**config.mk**
```make
export PLATFORM = sky130hd
export DESIGN_NAME = uart_tx_fifo
export DESIGN_NICKNAME = d
export VERILOG_FILES = /design/src/rtl/uart_pkg.sv /design/src/rtl/byte_fifo.sv /design/src/rtl/uart_tx_fifo.sv
export SDC_FILE = /design/constraint.sdc
export NUM_CORES = 1
export LEC_CHECK = 0
export BUFFER_PORTS_ARGS = -buffer_cell sky130_fd_sc_hd__buf_2
export CORE_ASPECT_RATIO = 0.8
export CORE_UTILIZATION = 45
export DETAILED_ROUTE_END_ITERATION = 10
export PLACE_DENSITY = 0.6
export SETUP_SLACK_MARGIN = 0.4
export SLEW_MARGIN = 20
export SYNTH_ARGS = -nofsm -noshare
export SYNTH_HDL_FRONTEND = slang
export SYNTH_SLANG_ARGS = --single-unit
```
**constraint.sdc**
```tcl
create_clock -name clk_i -period 9 [get_ports clk_i]
set_input_delay 1.35 -clock clk_i [delete_from_list [all_inputs] [get_ports clk_i]]
set_output_delay 1.35 -clock clk_i [all_outputs]
set_load 0.01 [all_outputs]
```
**src/rtl/uart_pkg.sv**
```systemverilog
// Shared types and helpers for the UART transmit back end.
package uart_pkg;

  localparam int DATA_BITS = 8;

  typedef enum logic [2:0] {
    IDLE,
    START,
    DATA,
    PARITY,
    STOP
  } tx_state_t;

  function automatic int baud_div(input int clk_hz, input int baud);
    return clk_hz / baud;
  endfunction

endpackage

```
**src/rtl/byte_fifo.sv**
```systemverilog
// Byte-wide FIFO with occupancy count. Pointers wrap modulo DEPTH (power of two).
module byte_fifo #(
  parameter int DEPTH = 16
) (
  input  logic                   clk_i,
  input  logic                   rst_i,
  input  logic                   push_i,
  input  logic [7:0]             data_i,
  input  logic                   pop_i,
  output logic [7:0]             data_o,
  output logic                   full_o,
  output logic                   empty_o,
  output logic [$clog2(DEPTH):0] count_o
);
  localparam int AW = $clog2(DEPTH);
  localparam logic [AW:0] FULL_CNT = (AW+1)'(DEPTH);

  logic [7:0]    mem_q [DEPTH];
  logic [AW-1:0] wptr_q, rptr_q;
  logic [AW:0]   count_q;
  logic          do_push, do_pop;

  assign full_o  = (count_q == FULL_CNT);
  assign empty_o = (count_q == '0);
  assign count_o = count_q;
  assign data_o  = mem_q[rptr_q];

  // A push while full is refused even if a pop happens on the same edge.
  assign do_push = push_i && !full_o;
  assign do_pop  = pop_i && !empty_o;

  always_ff @(posedge clk_i) begin
    if (rst_i) begin
      wptr_q  <= '0;
      rptr_q  <= '0;
      count_q <= '0;
    end else begin
      if (do_push) wptr_q <= wptr_q + 1'b1;
      if (do_pop)  rptr_q <= rptr_q + 1'b1;
      case ({do_push, do_pop})
        2'b10:   count_q <= count_q + 1'b1;
        2'b01:   count_q <= count_q - 1'b1;
        default: ;
      endcase
    end
  end

  always_ff @(posedge clk_i) begin
    if (do_push) mem_q[wptr_q] <= data_i;
  end

endmodule

```
**src/rtl/uart_tx_fifo.sv**
```systemverilog
// Buffered UART transmitter, 8N1 by default; define UART_TX_PARITY_EN for 8E1
// (even parity bit inserted between the data bits and the stop bit).
module uart_tx_fifo
  import uart_pkg::*;
#(
  parameter int CLK_HZ     = 50_000_000,
  parameter int BAUD       = 115_200,
  parameter int FIFO_DEPTH = 16
) (
  input  logic       clk_i,
  input  logic       rst_i,
  input  logic [7:0] wr_data_i,
  input  logic       wr_en_i,
  output logic       ready_o,
  output logic       tx_o,
  output logic       busy_o,
  output logic       overflow_o
);
  localparam int DIV = baud_div(CLK_HZ, BAUD);
  localparam int CW  = (DIV > 2) ? $clog2(DIV) : 1;
  localparam int AW  = $clog2(FIFO_DEPTH);
  localparam logic [CW-1:0] RELOAD   = CW'(DIV - 1);
  localparam logic [2:0]    LAST_BIT = 3'(DATA_BITS - 1);

  tx_state_t     state_q, state_d;
  logic [CW-1:0] baud_q, baud_d;
  logic [2:0]    bit_q, bit_d;
  logic [7:0]    shift_q, shift_d;
  logic          tx_q, tx_d;
  logic          ovf_q;
`ifdef UART_TX_PARITY_EN
  logic          par_q, par_d;
`endif

  logic          pop, fifo_full, fifo_empty;
  logic [7:0]    fifo_data;
  logic [AW:0]   fifo_count;

  byte_fifo #(.DEPTH(FIFO_DEPTH)) u_fifo (
    .clk_i   (clk_i),
    .rst_i   (rst_i),
    .push_i  (wr_en_i),
    .data_i  (wr_data_i),
    .pop_i   (pop),
    .data_o  (fifo_data),
    .full_o  (fifo_full),
    .empty_o (fifo_empty),
    .count_o (fifo_count)
  );

  assign ready_o    = !fifo_full;
  assign busy_o     = (state_q != IDLE) || (fifo_count != '0);
  assign overflow_o = ovf_q;
  assign tx_o       = tx_q;

  always_comb begin
    state_d = state_q;
    baud_d  = baud_q;
    bit_d   = bit_q;
    shift_d = shift_q;
    pop     = 1'b0;
`ifdef UART_TX_PARITY_EN
    par_d   = par_q;
`endif
    // One shared bit timer: every non-idle state lasts DIV cycles.
    if (state_q != IDLE) baud_d = (baud_q == '0) ? RELOAD : baud_q - 1'b1;
    case (state_q)
      IDLE: if (!fifo_empty) begin
        pop     = 1'b1;
        shift_d = fifo_data;
        baud_d  = RELOAD;
        bit_d   = '0;
`ifdef UART_TX_PARITY_EN
        par_d   = ^fifo_data;
`endif
        state_d = START;
      end
      START: if (baud_q == '0) state_d = DATA;
      DATA: if (baud_q == '0) begin
        shift_d = shift_q >> 1;
        if (bit_q == LAST_BIT) begin
`ifdef UART_TX_PARITY_EN
          state_d = PARITY;
`else
          state_d = STOP;
`endif
        end else begin
          bit_d = bit_q + 1'b1;
        end
      end
`ifdef UART_TX_PARITY_EN
      PARITY: if (baud_q == '0) state_d = STOP;
`endif
      STOP: if (baud_q == '0) state_d = IDLE;
      default: state_d = IDLE;
    endcase
  end

  // Line level is a registered decode of the current state, so it trails state by one cycle.
  always_comb begin
    tx_d = 1'b1;
    case (state_q)
      START:   tx_d = 1'b0;
      DATA:    tx_d = shift_q[0];
`ifdef UART_TX_PARITY_EN
      PARITY:  tx_d = par_q;
`endif
      default: tx_d = 1'b1;
    endcase
  end

  always_ff @(posedge clk_i) begin
    if (rst_i) begin
      state_q <= IDLE;
      baud_q  <= '0;
      bit_q   <= '0;
      shift_q <= '0;
      tx_q    <= 1'b1;
      ovf_q   <= 1'b0;
`ifdef UART_TX_PARITY_EN
      par_q   <= 1'b0;
`endif
    end else begin
      state_q <= state_d;
      baud_q  <= baud_d;
      bit_q   <= bit_d;
      shift_q <= shift_d;
      tx_q    <= tx_d;
      if (wr_en_i && fifo_full) ovf_q <= 1'b1;
`ifdef UART_TX_PARITY_EN
      par_q   <= par_d;
`endif
    end
  end

endmodule

```
==> impl_metrics.csv <==
group,metric,value,unit
synthesis,ys_dominant_reg_cell,"edfxtp_1",
setup_path,cp.required,9330,ps
timing,fin_tns_setup,0,ps
synthesis,yosysSeqAreaShare,66.8,%
clocking,clkTransAtPathRegs,70,ps
clocking,cts_tree,"built",
floorplan,io_pins,15,
clocking,cts.sinks,170,
flow_run,maxCapViolations,0,
finish,drive_gt1_share,20.4,%
global_route,grt_pass1_wl,21700,µm
clocking,post_cts_buffers,0,
timing,rsz0062_at_grt,"no",
finish,layoutNonFillerInstCount,700,
synthesis,yosysWarnings,0,
place,numPlacedInstances,668,
setup_path,worstPathMaxFanout,9,
drt,routed_wl,13600,µm
finish,num_antenna_cells,0,
drt,firstDrtPassIters,4,
clocking,clockBufferDepth,2,
power_and_ir_drop,ir_drop,0.140,mV
timing,hold_viol,0,
synthesis,ys_types,45,
drt,vias,3846,
drt,ant_nets,0,
floorplan,dieArea,0.0161,mm²
floorplan,die_w,142,µm
clocking,htreeDepth,4,
synthesis,avgSynthCellArea,15.1,µm²
synthesis,synth-edff-count,128,
clocking,insertion_delay,430,ps
clocking,cts_resized,0,
timing,worstMarginPinSlew,864,ps
floorplan,fp-row-count,40,
synthesis,synth_seq_cells,170,
drt,initialDrtViolationCount,291,
finish,area_delta_synth_final,11.4,%
timing,period_share,39.3,%
floorplan,start_util,46.4,%
setup_path,end_kind,"register",
drt,routedWlPerCell,19.4,µm
finish,final_common_cell,"edfxtp_1",
timing,clock.fmax,283,MHz
place,dpl.hpwl,8600,µm
timing,fin_crit,3540,ps
setup_path,crit_type,"in2reg",
clocking,cts_buffers,17,
drt,drc,0,
timing,slew_viol_final,0,
global_route,track_usage,18.8,%
synthesis,synth_area,0.00701,mm²
global_route,overflow,0,
global_route,grt_max_degree,42,
place,place.gp.congestion,0.774,
timing,maxSlewHeadroom,42.2,%
drt,vias_per_cell,5.49,
min_path,min_path_type,"reg2reg",
clocking,hold_buffers,0,
setup_path,crit_arrival,3860,ps
synthesis,async_flop_share,0,%
setup_path,cp-start-kind,"primary input",
global_route,grt_pass1_vias,3845,
floorplan,die_y,114,µm
timing,setup_viol,0,
power_and_ir_drop,power_leakage,0.00256,µW
synthesis,syn_inst,465,
global_route,grt_antenna_before_repair,0,
place,portBuffers,14,
finish,nets,499,
synthesis,synth_nets,487,
finish,fillers,1280,
power_and_ir_drop,p_total,2270,µW
finish,mostFrequentLayoutCells,"edfxtp_1 (128), nor2_1 (44), dfxtp_1 (41)",
run_status,outcome,"finished, final reports clean",
floorplan,fp.coreArea,0.0151,mm²
clocking,clock_tree.root_cell,"clkbuf_16",
timing,clock_skew,17.0,ps
power_and_ir_drop,powerDensity,291,mW/mm²
stage by stage:
stage	util (%)	hold slack, ps	setup slack (ps)	instance area [µm²]
after floorplan	-	436	5440	7010
after global placement	48.0	443	5080	7250
after detailed placement	48.0	453	5020	7260
after CTS	51.6	469	5480	7800
after global routing	51.7	494	5260	7810
final	51.7	465	5460	7810
per-layer routing:
| metal | wire length [µm] | part of all wire [%] | global-route usage [%] |
|---|---|---|---|
| met3 | 695 | 5.1 | 5.04 |
| met1 | 6450 | 47 | 26.4 |
| met2 | 6300 | 46 | 28.6 |
| met5 | 0 | 0 | 0 |
| met4 | 151 | 1.1 | 6.45 |
layout make-up:
cell class,count,area [µm²],share of cell area [%]
multi-input cells,260,2180,27.9
flip-flops and latches,170,4690,60.0
clock inverters,15,116,1.49
repair buffers,18,100,1.28
inverters,10,37.5,0.481
clock buffers,17,425,5.45
well taps,210,263,3.37
sequential cells by signal, indices dropped and copies added (netlist names), named ones only:
name	count
u_fifo.mem_q	128
overflow_o	1
bit_q	3
tx_o	1
u_fifo.count_o	5
baud_q	9
u_fifo.rptr_q	4
state_q	3
u_fifo.wptr_q	4
shift_q	8
kinds of logic after synthesis:
group,after synthesis,share of synthesized area [%]
AO/OA/AOI/OAI,64,6.00
XOR/XNOR,12,1.50
adder cells (fa/ha/maj),11,1.96
buffers and inverters,35,2.28
flip-flops,170,66.8
multiplexers,44,11.9
AND/OR/NAND/NOR,129,9.55
critical path, stage by stage:
cell      delay (ps)
buf_2             90
a21boi_1         660
inv_1            150
ha_1             350
xor2_1           180
ha_1             190
a21oi_1          240
a32oi_1          140
a21oi_1          180
mux2_2           340
power by group:
group	switching (µW)	leakage (µW)	internal (µW)
clock	313	0.000265	358
combinational	353	0.000795	264
sequential	63.1	0.00150	917
total	729	0.00256	1540
Yosys cell counts, types with 8 or more instances:
cell / number / area [µm²]
nand2_1: 20 / 75.1
inv_1: 9 / 33.8
edfxtp_1: 128 / 3840
a211oi_1: 12 / 90.1
ha_1: 11 / 138
mux4_2: 31 / 698
nor2_1: 44 / 165
o21ai_0: 9 / 45.0
a21oi_1: 21 / 105
mux2i_1: 10 / 100
nor2b_1: 15 / 93.8
nor4_1: 9 / 56.3
nor3_1: 9 / 45.0
dfxtp_1: 42 / 841
xor2_1: 8 / 70.1
clkbuf_1: 14 / 52.6
path summary, 6_finish.rpt:
kind | startpoint | endpoint | slack (ps) | cells after the start
min reg2reg | overflow_o$_SDFFE_PP0P_ | overflow_o$_SDFFE_PP0P_ | 460 | 2
max | wr_en_i | u_fifo.count_o[4]$_SDFFE_PP0P_ | 5460 | 10
max reg2reg | u_fifo.count_o[0]$_SDFFE_PP0P_ | u_fifo.count_o[4]$_SDFFE_PP0P_ | 5740 | 10
min | overflow_o$_SDFFE_PP0P_ | overflow_o$_SDFFE_PP0P_ | 460 | 2
No activity file was read; power rests on OpenSTA's default activity.
